$ cat src/rtl/id_hazard_unit_if.sv
// Bundle between the decoder/pipeline side and the ID operand-hazard unit.
// The hazard unit connects through the slave modport; the driving side uses master.
interface id_hazard_unit_if #(
   parameter int NUM_SRC    = 2,
   parameter int NUM_STAGES = 3,
   parameter int IDX_W      = 5
);
   logic                          id_valid_i;
   logic [NUM_SRC*IDX_W-1:0]      id_rs_index_i;
   logic [NUM_SRC-1:0]            id_rs_used_i;
   logic [IDX_W-1:0]              id_rd_index_i;
   logic                          id_rd_wen_i;
   logic [NUM_STAGES-1:0]         stage_valid_i;
   logic [NUM_STAGES*IDX_W-1:0]   stage_rd_index_i;
   logic [NUM_STAGES-1:0]         stage_rd_wen_i;
   logic [NUM_STAGES-1:0]         stage_data_ready_i;
   logic                          lu_issue_i;
   logic [IDX_W-1:0]              lu_issue_rd_i;
   logic                          lu_wb_i;
   logic [IDX_W-1:0]              lu_wb_rd_i;
   logic [NUM_SRC*(NUM_STAGES+1)-1:0] fwd_sel_o;
   logic                          stall_o;
   logic [(2**IDX_W)-1:0]         pending_o;
   logic [31:0]                   stall_cnt_o;

   modport master (
      output id_valid_i, id_rs_index_i, id_rs_used_i, id_rd_index_i, id_rd_wen_i,
             stage_valid_i, stage_rd_index_i, stage_rd_wen_i, stage_data_ready_i,
             lu_issue_i, lu_issue_rd_i, lu_wb_i, lu_wb_rd_i,
      input  fwd_sel_o, stall_o, pending_o, stall_cnt_o
   );

   modport slave (
      input  id_valid_i, id_rs_index_i, id_rs_used_i, id_rd_index_i, id_rd_wen_i,
             stage_valid_i, stage_rd_index_i, stage_rd_wen_i, stage_data_ready_i,
             lu_issue_i, lu_issue_rd_i, lu_wb_i, lu_wb_rd_i,
      output fwd_sel_o, stall_o, pending_o, stall_cnt_o
   );
endinterface

$ cat src/rtl/id_hazard_unit.sv
// ID-stage operand hazard unit: one-hot bypass select, load-use / scoreboard / WAW stall.
// Optional stall-cycle counter built only when ID_HAZARD_PERF_EN is defined.
module id_hazard_unit #(
   parameter int NUM_SRC    = 2,
   parameter int NUM_STAGES = 3,
   parameter int IDX_W      = 5
) (
   input  logic         clk,
   input  logic         rst,
   id_hazard_unit_if.slave hz
);
   localparam int NUM_REGS = 2**IDX_W;
   localparam int SEL_W    = NUM_STAGES + 1;

   logic [NUM_REGS-1:0]      pending_q, pending_d;
   logic [NUM_SRC*SEL_W-1:0] fwd_sel;
   logic [NUM_SRC-1:0]       lu_stall;
   logic [NUM_SRC-1:0]       raw_stall;
   logic                     waw_stall;

   always_comb begin
      logic [IDX_W-1:0] rs;
      logic [IDX_W-1:0] rd;
      logic             active;
      logic             hit;
      logic             win_rdy;
      fwd_sel   = '0;
      lu_stall  = '0;
      raw_stall = '0;
      rs        = '0;
      rd        = '0;
      active    = 1'b0;
      hit       = 1'b0;
      win_rdy   = 1'b1;
      for (int s = 0; s < NUM_SRC; s++) begin
         rs      = hz.id_rs_index_i[s*IDX_W +: IDX_W];
         active  = hz.id_rs_used_i[s] && (rs != '0);
         hit     = 1'b0;
         win_rdy = 1'b1;
         // Youngest matching writer wins; an unready winner stalls rather than falling through.
         for (int k = 0; k < NUM_STAGES; k++) begin
            rd = hz.stage_rd_index_i[k*IDX_W +: IDX_W];
            if (!hit && active && hz.stage_valid_i[k] && hz.stage_rd_wen_i[k] &&
                (rd != '0) && (rd == rs)) begin
               hit                    = 1'b1;
               win_rdy                = hz.stage_data_ready_i[k];
               fwd_sel[s*SEL_W + k + 1] = 1'b1;
            end
         end
         if (!hit) fwd_sel[s*SEL_W] = 1'b1;
         lu_stall[s]  = hit && !win_rdy;
         raw_stall[s] = active && !hit && pending_q[rs];
      end
   end

   assign waw_stall = hz.id_rd_wen_i && (hz.id_rd_index_i != '0) && pending_q[hz.id_rd_index_i];

   assign hz.fwd_sel_o = fwd_sel;
   assign hz.stall_o   = hz.id_valid_i && ((|lu_stall) || (|raw_stall) || waw_stall);
   assign hz.pending_o = pending_q;

   // Scoreboard next state: clear on writeback first so a same-cycle issue wins.
   always_comb begin
      pending_d = pending_q;
      if (hz.lu_wb_i) pending_d[hz.lu_wb_rd_i] = 1'b0;
      if (hz.lu_issue_i && (hz.lu_issue_rd_i != '0)) pending_d[hz.lu_issue_rd_i] = 1'b1;
      pending_d[0] = 1'b0;
   end

   always_ff @(posedge clk) begin
      if (rst) pending_q <= '0;
      else     pending_q <= pending_d;
   end

`ifdef ID_HAZARD_PERF_EN
   function automatic logic [31:0] sat_inc(input logic [31:0] v);
      return (v == 32'hFFFF_FFFF) ? v : v + 32'd1;
   endfunction

   logic [31:0] stall_cnt_q, stall_cnt_d;

   always_comb begin
      stall_cnt_d = stall_cnt_q;
      if (hz.stall_o) stall_cnt_d = sat_inc(stall_cnt_q);
   end

   always_ff @(posedge clk) begin
      if (rst) stall_cnt_q <= '0;
      else     stall_cnt_q <= stall_cnt_d;
   end

   assign hz.stall_cnt_o = stall_cnt_q;
`else
   assign hz.stall_cnt_o = '0;
`endif
endmodule

$ cat src/flat_wrapper.sv
// flat-port wrapper written by rule: the top's interface ports become plain ports
module id_hazard_unit_flat 
#(
   parameter int NUM_SRC    = 2,
   parameter int NUM_STAGES = 3,
   parameter int IDX_W      = 5
)
  (clk, rst, hz_id_valid_i, hz_id_rs_index_i, hz_id_rs_used_i, hz_id_rd_index_i, hz_id_rd_wen_i, hz_stage_valid_i, hz_stage_rd_index_i, hz_stage_rd_wen_i, hz_stage_data_ready_i, hz_lu_issue_i, hz_lu_issue_rd_i, hz_lu_wb_i, hz_lu_wb_rd_i, hz_fwd_sel_o, hz_stall_o, hz_pending_o, hz_stall_cnt_o);
  id_hazard_unit_if #(.NUM_SRC(NUM_SRC), .NUM_STAGES(NUM_STAGES), .IDX_W(IDX_W)) hz_i ();
  input  logic clk;
  input  logic rst;
  input wire logic [$bits(hz_i.id_valid_i)-1:0] hz_id_valid_i;
  input wire logic [$bits(hz_i.id_rs_index_i)-1:0] hz_id_rs_index_i;
  input wire logic [$bits(hz_i.id_rs_used_i)-1:0] hz_id_rs_used_i;
  input wire logic [$bits(hz_i.id_rd_index_i)-1:0] hz_id_rd_index_i;
  input wire logic [$bits(hz_i.id_rd_wen_i)-1:0] hz_id_rd_wen_i;
  input wire logic [$bits(hz_i.stage_valid_i)-1:0] hz_stage_valid_i;
  input wire logic [$bits(hz_i.stage_rd_index_i)-1:0] hz_stage_rd_index_i;
  input wire logic [$bits(hz_i.stage_rd_wen_i)-1:0] hz_stage_rd_wen_i;
  input wire logic [$bits(hz_i.stage_data_ready_i)-1:0] hz_stage_data_ready_i;
  input wire logic [$bits(hz_i.lu_issue_i)-1:0] hz_lu_issue_i;
  input wire logic [$bits(hz_i.lu_issue_rd_i)-1:0] hz_lu_issue_rd_i;
  input wire logic [$bits(hz_i.lu_wb_i)-1:0] hz_lu_wb_i;
  input wire logic [$bits(hz_i.lu_wb_rd_i)-1:0] hz_lu_wb_rd_i;
  output wire logic [$bits(hz_i.fwd_sel_o)-1:0] hz_fwd_sel_o;
  output wire logic [$bits(hz_i.stall_o)-1:0] hz_stall_o;
  output wire logic [$bits(hz_i.pending_o)-1:0] hz_pending_o;
  output wire logic [$bits(hz_i.stall_cnt_o)-1:0] hz_stall_cnt_o;
  assign hz_i.id_valid_i = hz_id_valid_i;
  assign hz_i.id_rs_index_i = hz_id_rs_index_i;
  assign hz_i.id_rs_used_i = hz_id_rs_used_i;
  assign hz_i.id_rd_index_i = hz_id_rd_index_i;
  assign hz_i.id_rd_wen_i = hz_id_rd_wen_i;
  assign hz_i.stage_valid_i = hz_stage_valid_i;
  assign hz_i.stage_rd_index_i = hz_stage_rd_index_i;
  assign hz_i.stage_rd_wen_i = hz_stage_rd_wen_i;
  assign hz_i.stage_data_ready_i = hz_stage_data_ready_i;
  assign hz_i.lu_issue_i = hz_lu_issue_i;
  assign hz_i.lu_issue_rd_i = hz_lu_issue_rd_i;
  assign hz_i.lu_wb_i = hz_lu_wb_i;
  assign hz_i.lu_wb_rd_i = hz_lu_wb_rd_i;
  assign hz_fwd_sel_o = hz_i.fwd_sel_o;
  assign hz_stall_o = hz_i.stall_o;
  assign hz_pending_o = hz_i.pending_o;
  assign hz_stall_cnt_o = hz_i.stall_cnt_o;
  id_hazard_unit #(.NUM_SRC(NUM_SRC), .NUM_STAGES(NUM_STAGES), .IDX_W(IDX_W)) u_core (.clk(clk), .rst(rst), .hz(hz_i));
endmodule
$ cat config.mk
export PLATFORM = sky130hd
export DESIGN_NAME = id_hazard_unit_flat
export DESIGN_NICKNAME = d
export VERILOG_FILES = /design/src/rtl/id_hazard_unit_if.sv /design/src/rtl/id_hazard_unit.sv /design/src/flat_wrapper.sv
export SDC_FILE = /design/constraint.sdc
export NUM_CORES = 1
export LEC_CHECK = 0
export BUFFER_PORTS_ARGS = -buffer_cell sky130_fd_sc_hd__buf_2
export CORE_MARGIN = 4
export CORE_UTILIZATION = 52
export DETAILED_ROUTE_END_ITERATION = 16
export PLACE_DENSITY = 0.87
export REMOVE_ABC_BUFFERS = 1
export SLEW_MARGIN = 5
export SYNTH_ARGS = -nofsm -noshare
export SYNTH_HDL_FRONTEND = slang
export SYNTH_SLANG_ARGS = --single-unit
$ cat constraint.sdc
create_clock -name clk -period 5.85 [get_ports clk]
set_input_delay 1.4625 -clock clk [delete_from_list [all_inputs] [get_ports clk]]
set_output_delay 1.4625 -clock clk [all_outputs]
set_load 0.03 [all_outputs]
==> results of run 1 <==
-- power by group through the flow --
| stage | combinational [mW] | sequential, mW | clock [mW] |
|---|---|---|---|
| finish | 0.157 | 0.218 | 0.184 |
| global route | 0.168 | 0.218 | 0.195 |
| CTS | 0.155 | 0.217 | 0.186 |
| detailed placement | 0.154 | 0.222 | 0 |
| global placement | 0.152 | 0.222 | 0 |
| floorplan | 0.0862 | 0.226 | 0 |
-- area by class of cell --
cell class / count / share of cell area
multi-input cells: 291 / 0.616
flip-flops and latches: 31 / 0.181
repair buffers: 96 / 0.140
clock buffers: 8 / 0.0292
well taps: 72 / 0.0263
inverters: 6 / 0.00658
-- per-layer routing --
layer | vias to the layer above | track usage | share of wire
li1 | 1374 | - | -
met1 | 1406 | 0.309 | 0.38
met2 | 191 | 0.447 | 0.50
met3 | 17 | 0.0454 | 0.11
met4 | 0 | 0.102 | 0.018
met5 | - | 0 | 0
-- per-stage QoR --
| stage | utilization | area [um2] | setup slack, ns | hold WS (ns) |
|---|---|---|---|---|
| 4_1_cts | 0.618 | 3420 | 0.883 | 0.531 |
| 5_1_grt | 0.618 | 3420 | 0.728 | 0.567 |
| 2_1_floorplan | - | 2750 | 0.871 | 0.626 |
| 3_5_place_dp | 0.600 | 3320 | 0.881 | 0.522 |
| 6_report | 0.618 | 3420 | 0.885 | 0.532 |
| 3_3_place_gp | 0.600 | 3320 | 0.923 | 0.517 |
-- cell families after synthesis --
group,Yosys count,share of synthesized area
AND/OR/NAND/NOR,113,0.215
multiplexers,29,0.191
XOR/XNOR,30,0.0882
other,1,0.00126
flip-flops,31,0.208
AO/OA/AOI/OAI,86,0.173
buffers and inverters,56,0.123
-- worst max-delay path: cells and delay by family --
kind,cells,cell delay (ns)
simple gates,5,1.23
buf+inv,2,0.45
compound gates,2,0.35
-- cells in the final DEF (no fill, tap or decap), types with 9 or more instances in the layout --
cell and instances:
buf_2 96, nor2_1 13, nand2_1 44, dfxtp_1 31, mux4_2 22, xnor2_1 9
nand3_1 9, o21ai_0 34, conb_1 33, xor2_1 21, a21oi_1 34
-- worst paths after layout --
kind / startpoint / to / slack (ns) / depth (start not counted)
setup / recovery: hz_id_rs_index_i[1] / hz_stall_o / 0.88 / 9
hold / removal: u_core.hz.pending_o[1] / u_core.hz.pending_o[1] / 0.53 / 2
setup reg to reg: u_core.hz.pending_o[3] / u_core.hz.pending_o[3] / 5.05 / 2
hold reg to reg: u_core.hz.pending_o[1] / u_core.hz.pending_o[1] / 0.53 / 2
==> flow_summary_export.csv, run 1 <==
group,metric,value,unit
route,drt-total-wl,9.08,mm
setup_path,cp-start-kind,"input pin",
logic_synthesis,yosysMostFrequentCell,"nand2_1",
sta,fin_crit_sh,0.849,
setup_path,cp.arrival,3.50,ns
layout,fin_cells,504,
layout,layout.area.seq,621,um2
layout,multi_input_area,2110,um2
clocking,clock_sinks,31,
sta,tightest_slew,0.898,ns
sta,setup_viol,0,
logic_synthesis,ys_seq_elements,31,
global_routing,antenna_found_initial,0,
global_routing,grt_overflow_total,0,
setup_path,endpoint_kind,"output pin",
route,wl_per_cell,18.0,um
clocking,post_cts_buffers,0,
setup_path,slowest_stage,"or4_4",
die,core_area,5540,um2
sta,slew_violations,0,
power_and_ir_drop,intPower,0.372,mW
run_status,status,"finished clean",
logic_synthesis,netlist_instances,346,
power_and_ir_drop,switching_share,0.334,
global_routing,grt_start_max_net_pins,32,
route,via_count,2988,
layout,largest_reg_flops,31,
worst_hold_path,hold_path.class,"reg -> reg",
logic_synthesis,ys_seq_area_frac,0.208,
layout,nNetsFinal,488,
logic_synthesis,avgSynthCellArea,8.61,um2
sta,fin_crit,4.97,ns
logic_synthesis,synth_edf_count,0,
route,drt_iter0_markers,193,
global_routing,grt_first_pass_wirelength,14.5,mm
logic_synthesis,synth.distinct_cells,55,
sta,rsz0062_at_grt,"no",
logic_synthesis,ys_async_sr_fraction,0,
layout,drive_above_1_share,0.331,
route,via_per_inst,5.93,
clocking,clockBufferDepth,2,
power_and_ir_drop,p_sw,0.186,mW
setup_path,cpMostUsedCell,"buf_2",
logic_synthesis,synth_top_area_frac,0.208,
clocking,root_buffer,"clkbuf_8",
logic_synthesis,synth_common_cells,"nand2_1, a21oi_1, o21ai_0",
logic_synthesis,synthFlopType,"dfxtp_1",
clocking,htree_levels,2,
power_and_ir_drop,power,0.558,mW
power_and_ir_drop,p_comb_frac,0.281,
placement,place.gp.congestion,0.965,
clocking,cts_resized,0,
die,io_pins,130,
global_routing,grt_pass1_vias,2939,
placement,port-buffer-count,96,
clocking,cts_tree,"done",
clocking,path_clk_slew,0.06,ns
die,dieArea,7000,um2
sta,slew_headroom,0.400,
layout,diodes,0,
sta,fmax,201,MHz
die,die_width,83.7,um
logic_synthesis,yosysWarnings,0,
layout,fillers,499,
power_and_ir_drop,power_density,163,nW/um2
logic_synthesis,synth_area_leader_cell,"dfxtp_1",
clocking,clkLatencyLatePin,0.28,ns
setup_path,cp_cell_sequence,"buf_2, or4_4, o21ai_2, nor4_2, nand2b_4, nor4_1, nand3_1, a41oi_2, buf_2",
layout,area_growth,15.0,%
route,first_pass_iters,5,
sta,finClkSkew,0,ns
setup_path,path_class,"in -> out",
placement,hpwl,6.92,mm
setup_path,crit_required,4.39,ns
route,drc,0,
power_and_ir_drop,clkPwrFrac,0.329,
clocking,cts_hold_buf,0,
clocking,cts-buffers-inserted,5,
die,initial_core_util,0.538,
power_and_ir_drop,leakage,1.42,nW
setup_path,cp_max_fo,13,
setup_path,worst_path_largest_cell_delay,0.59,ns
job,maxCapViolCount,0,
power_and_ir_drop,seq_power_share,0.390,
logic_synthesis,synth_area_leaders,"dfxtp_1, mux4_2, buf_4, xor2_1, a21oi_1",
route,ant_nets,0,
global_routing,grt_use_total,0.256,
die,fp-row-count,27,
power_and_ir_drop,vdd_drop_max,158,uV
sta,finalHoldViolCount,0,
die,die_h,83.7,um
sta,setup_tns,0,ns
placement,dp_cells,496,
logic_synthesis,synth_area,2980,um2
(Power assumes the default switching activity.)
==> inputs of run 2 (changes only) <==
--- a/config.mk
+++ b/config.mk
@@ -5,11 +5,12 @@
 export SDC_FILE = /design/constraint.sdc
 export NUM_CORES = 1
 export LEC_CHECK = 0
+export ABC_AREA = 1
 export BUFFER_PORTS_ARGS = -buffer_cell sky130_fd_sc_hd__buf_2
 export CORE_MARGIN = 4
-export CORE_UTILIZATION = 52
+export CORE_UTILIZATION = 46
 export DETAILED_ROUTE_END_ITERATION = 16
-export PLACE_DENSITY = 0.87
+export PLACE_DENSITY = 0.79
 export REMOVE_ABC_BUFFERS = 1
 export SLEW_MARGIN = 5
 export SYNTH_ARGS = -nofsm -noshare
==> constraint.sdc (replaced) <==
create_clock -name clk -period 4.15 [get_ports clk]
set_input_delay 1.0375 -clock clk [delete_from_list [all_inputs] [get_ports clk]]
set_output_delay 1.0375 -clock clk [all_outputs]
set_load 0.03 [all_outputs]
==> flow_summary_export.csv, run 2 <==
group,metric,value,unit
layout,layout.area.seq,621,um2
power_and_ir_drop,p_sw,0.315,mW
placement,place.gp.congestion,0.962,
setup_path,worst_path_largest_cell_delay,0.22,ns
sta,slew_violations,0,
setup_path,crit_buf_inv,5,
logic_synthesis,synth_edf_count,0,
global_routing,grt_start_max_net_pins,32,
power_and_ir_drop,p_comb_frac,0.338,
layout,fillers,785,
logic_synthesis,ys_seq_elements,31,
route,via_count,4418,
sta,slew_headroom,0.283,
setup_path,cpMostUsedCell,"nand3_1",
die,dieArea,8900,um2
global_routing,antenna_found_initial,0,
die,io_pins,130,
setup_path,path_class,"in -> out",
layout,largest_reg_flops,31,
logic_synthesis,synthFlopType,"dfxtp_1",
layout,nNetsFinal,792,
global_routing,grt_use_total,0.260,
power_and_ir_drop,switching_share,0.383,
clocking,cts_resized,0,
clocking,clkLatencyLatePin,0.28,ns
logic_synthesis,yosysMostFrequentCell,"nand2_1",
logic_synthesis,yosysWarnings,0,
setup_path,cp_cell_sequence,"buf_2, inv_1, nor2_4, nand2_1, nand3_1, nand3b_1, nand3_1, nand3_1, nand2_1, inv_1, nand3_1, nand2_1, inv_1, buf_2",
die,core_area,7250,um2
route,wl_per_cell,14.3,um
logic_synthesis,ys_seq_area_frac,0.181,
route,ant_nets,0,
placement,placed_area,3820,um2
layout,fin_area,3910,um2
setup_path,rrSetupSlack,3.32,ns
sta,tightest_slew,1.07,ns
logic_synthesis,synth_common_cells,"nand2_1, nand3_1, inv_1",
clocking,htree_levels,2,
clocking,cts_tree,"done",
route,drc,0,
logic_synthesis,synth_area_leaders,"nand2_1, dfxtp_1, nand3_1, buf_4, inv_1",
setup_path,critPathTopFamily,"simple AND/OR/NAND/NOR gates",
layout,final_common_cell,"nand2_1",
logic_synthesis,synth_area,3430,um2
power_and_ir_drop,power_density,210,nW/um2
logic_synthesis,ys_async_sr_fraction,0,
power_and_ir_drop,intPower,0.507,mW
placement,port-buffer-count,96,
sta,finalHoldViolCount,0,
placement,dp_cells,827,
layout,final_core_util,0.539,
sta,setup_viol,0,
clocking,root_buffer,"clkbuf_8",
route,drt_iter0_markers,378,
setup_path,cp.arrival,2.62,ns
clocking,cts-buffers-inserted,5,
power_and_ir_drop,leakage,2.07,nW
setup_path,slowest_stage,"buf_2",
clocking,clockBufferDepth,2,
sta,setup_tns,0,ns
run_status,status,"finished clean",
layout,multi_input_area,2310,um2
sta,rsz0062_at_grt,"no",
layout,area_growth,14.1,%
sta,timing.hold.ws,0.551,ns
setup_path,cp-start-kind,"input pin",
power_and_ir_drop,seq_power_share,0.374,
layout,fin_cells,834,
sta,fmax,273,MHz
die,fp-row-count,31,
route,drt-total-wl,12.0,mm
layout,layout_common_cells,"nand2_1, nand3_1, buf_2",
clocking,post_cts_buffers,0,
route,first_pass_iters,5,
sta,finClkSkew,0,ns
setup_path,crit_required,3.11,ns
logic_synthesis,netlist_instances,646,
layout,drive_above_1_share,0.174,
clocking,path_clk_slew,0.06,ns
die,die_width,94.3,um
clocking,clock_sinks,31,
die,die_h,94.3,um
job,maxCapViolCount,0,
setup_path,cp_max_fo,13,
logic_synthesis,synth.distinct_cells,25,
clocking,cts_hold_buf,0,
sta,fin_crit_sh,0.882,
logic_synthesis,avgSynthCellArea,5.31,um2
logic_synthesis,synth_area_leader_cell,"nand2_1",
worst_hold_path,hold_path.class,"reg -> reg",
power_and_ir_drop,vdd_drop_max,248,uV
logic_synthesis,synth_top_area_frac,0.269,
layout,diodes,0,
global_routing,grt_overflow_total,0,
route,via_per_inst,5.30,
global_routing,grt_first_pass_wirelength,18.7,mm
placement,hpwl,9.29,mm
die,initial_core_util,0.472,
sta,fin_crit,3.66,ns
setup_path,endpoint_kind,"output pin",
global_routing,grt_pass1_vias,4009,
power_and_ir_drop,clkPwrFrac,0.288,
run 2: area by class of cell:
class	instances	share of cell area
Tap cell	99	0.0317
Clock buffer	6	0.0211
Multi-Input combinational cell	528	0.590
Inverter	69	0.0669
Sequential cell	31	0.159
Clock inverter	1	0.00128
Timing Repair Buffer	100	0.131
run 2: worst paths after layout:
| path | startpoint | end | cells after the start |
|---|---|---|---|
| min reg2reg | u_core.hz.pending_o[18] | u_core.hz.pending_o[18] | 2 |
| min | u_core.hz.pending_o[18] | u_core.hz.pending_o[18] | 2 |
| max | hz_id_rd_index_i[0] | hz_stall_o | 14 |
| max reg2reg | u_core.hz.pending_o[11] | u_core.hz.pending_o[11] | 2 |
run 2: logic make-up after synthesis:
logic type | after synthesis | synth area share
and+or+nand+nor | 419 | 0.521
AOI/OAI and AO/OA | 75 | 0.112
xor gates and xnor gates | 1 | 0.00475
DFF | 31 | 0.181
other | 1 | 0.00109
buffers and inverters | 119 | 0.181
run 2: metrics by stage:
stage | worst slack [ns] | total power, mW
after floorplan | 0.612 | 0.483
after global placement | 0.528 | 0.583
after detailed placement | 0.511 | 0.586
after CTS | 0.508 | 0.817
after global routing | 0.222 | 0.864
final | 0.489 | 0.822
run 2: power groups by stage:
stage | Combinational (mW) | Sequential (mW) | Clock (mW)
6_report | 0.278 | 0.308 | 0.237
5_1_grt | 0.307 | 0.308 | 0.249
4_1_cts | 0.273 | 0.307 | 0.237
3_5_place_dp | 0.272 | 0.314 | 0
3_3_place_gp | 0.269 | 0.314 | 0
2_1_floorplan | 0.163 | 0.319 | 0
run 2: worst register-to-register path, delay by kind of cell (launching register included):
kind            cells  cell delay (ns)
flops               1             0.45
compound gates      2             0.30
run 2: metal layers:
layer  wire [um]  GRT usage
met1        4730      0.333
met2        5680      0.453
met3        1260     0.0240
met4         279     0.0951
met5           0          0
==> inputs of run 3 (changes only) <==
--- a/config.mk
+++ b/config.mk
@@ -10,7 +10,7 @@
 export CORE_MARGIN = 4
 export CORE_UTILIZATION = 46
 export DETAILED_ROUTE_END_ITERATION = 16
-export PLACE_DENSITY = 0.79
+export PLACE_DENSITY = 0.88
 export REMOVE_ABC_BUFFERS = 1
 export SLEW_MARGIN = 5
 export SYNTH_ARGS = -nofsm -noshare
==> flow_summary_export.csv, run 3 (synthesis results as in run 2) <==
group,metric,value,unit
placement,port-buffer-count,96,
clocking,cts_hold_buf,0,
die,core_area,7250,um2
job,maxCapViolCount,0,
die,die_h,94.3,um
sta,finalHoldViolCount,0,
route,route.met2.wl,5.32,mm
clocking,root_buffer,"clkbuf_8",
sta,finClkSkew,0,ns
route,met3_length,1.36,mm
sta,slew_violations,0,
clocking,clockBufferDepth,2,
setup_path,endpoint_kind,"output pin",
sta,tightest_slew,1.10,ns
global_routing,grt_start_max_net_pins,32,
route,first_pass_iters,5,
global_routing,grt_pass1_vias,4113,
placement,hpwl,8.75,mm
clocking,htree_levels,2,
route,wl_met1,4.43,mm
power_and_ir_drop,power,0.892,mW
setup_path,cp-start-kind,"input pin",
clocking,cts-buffers-inserted,5,
power_and_ir_drop,leakage,2.08,nW
sta,timing.hold.ws,0.536,ns
route,drc,0,
route,top_layer,"met4",
route,via_per_inst,5.29,
die,dieArea,8900,um2
route,via_count,4408,
die,die_width,94.3,um
layout,diodes,0,
setup_path,rrSetupSlack,3.30,ns
sta,fin_crit,3.72,ns
route,drt_iter0_markers,419,
layout,final_common_cell,"nand2_1",
clocking,path_clk_slew,0.07,ns
global_routing,antenna_found_initial,0,
global_routing,grt_overflow_total,0,
setup_path,cp.arrival,2.69,ns
sta,setup_tns,0,ns
layout,nNetsFinal,791,
sta,rsz0062_at_grt,"no",
clocking,clkLatencyLatePin,0.29,ns
layout,fillers,789,
clocking,cts_resized,0,
sta,fmax,269,MHz
layout,area_growth,14.8,%
die,initial_core_util,0.472,
power_and_ir_drop,power_density,227,nW/um2
global_routing,grt_use_total,0.261,
layout,layout_common_cells,"nand2_1, nand3_1, buf_2",
setup_path,path_class,"in -> out",
setup_path,cp_max_fo,13,
die,fp-row-count,31,
clocking,post_cts_buffers,0,
clocking,cts_tree,"done",
route,drt-total-wl,11.4,mm
die,io_pins,130,
sta,fin_crit_sh,0.897,
route,ant_nets,0,
clocking,clock_sinks,31,
setup_path,crit_required,3.11,ns
layout,largest_reg_flops,31,
sta,slew_headroom,0.263,
placement,place.gp.congestion,0.973,
global_routing,grt_first_pass_wirelength,18.9,mm
worst_hold_path,hold_path.class,"reg -> reg",
route,wl_per_cell,13.7,um
power_and_ir_drop,vdd_drop_max,224,uV
layout,drive_above_1_share,0.174,
sta,setup_viol,0,
run_status,status,"finished clean",
==> run 3: changes by cell type in the layout (fill, tap and decap cells not counted), sizes merged <==
cell | previous run | this run
buf | 100 | 99
bufinv | 0 | 1
==> run 3: path summary, 6_finish.rpt <==
path	from	cells past startpoint	to
worst min register to register	u_core.hz.pending_o[7]	2	u_core.hz.pending_o[7]
worst min-delay path	u_core.hz.pending_o[7]	2	u_core.hz.pending_o[7]
worst max-delay path	hz_id_rs_index_i[1]	16	hz_stall_o
worst max register to register	u_core.hz.pending_o[12]	2	u_core.hz.pending_o[12]
==> run 3: worst max-delay path, stage by stage <==
cell and delay [ns]:
buf_2 0.25, inv_2 0.17, nand2_1 0.11, inv_1 0.04, nor2_1 0.09, nand2_1 0.06
nor2_1 0.17, nand3_1 0.15, nand2_1 0.08, nand2_1 0.05, nand2_1 0.07, nand2_1 0.05
nand3_1 0.07, nand2_1 0.05, inv_1 0.04, buf_2 0.18
==> run 3: power by group <==
part / switching [mW] / leakage [nW] / internal (mW)
Combinational: 0.197 / 1.77 / 0.0752
Sequential: 0.00634 / 0.250 / 0.301
Clock: 0.118 / 0.0612 / 0.194
Total: 0.321 / 2.08 / 0.571
==> run 3: final cells by class <==
class	instances	area, um2	share of cell area
Multi-Input combinational cell	528	2310	0.587
Sequential cell	31	621	0.158
Inverter	69	262	0.0665
Clock inverter	2	35.0	0.00891
Tap cell	99	124	0.0315
Timing Repair Buffer	99	503	0.128
Clock buffer	6	82.6	0.0210
==> run 3: layer usage <==
layer / vias up / track usage
li1: 2178 / -
met1: 1907 / 0.330
met2: 286 / 0.449
met3: 37 / 0.0361
met4: 0 / 0.0963
met5: - / 0
==> run 3: per-stage QoR <==
stage	cells	setup WS [ns]	cell area [um2]	util
after floorplan	628	0.612	3190	-
after global placement	826	0.470	3820	0.526
after detailed placement	826	0.487	3820	0.526
after CTS	834	0.485	3930	0.542
after global routing	834	0.298	3930	0.542
final	834	0.427	3930	0.542
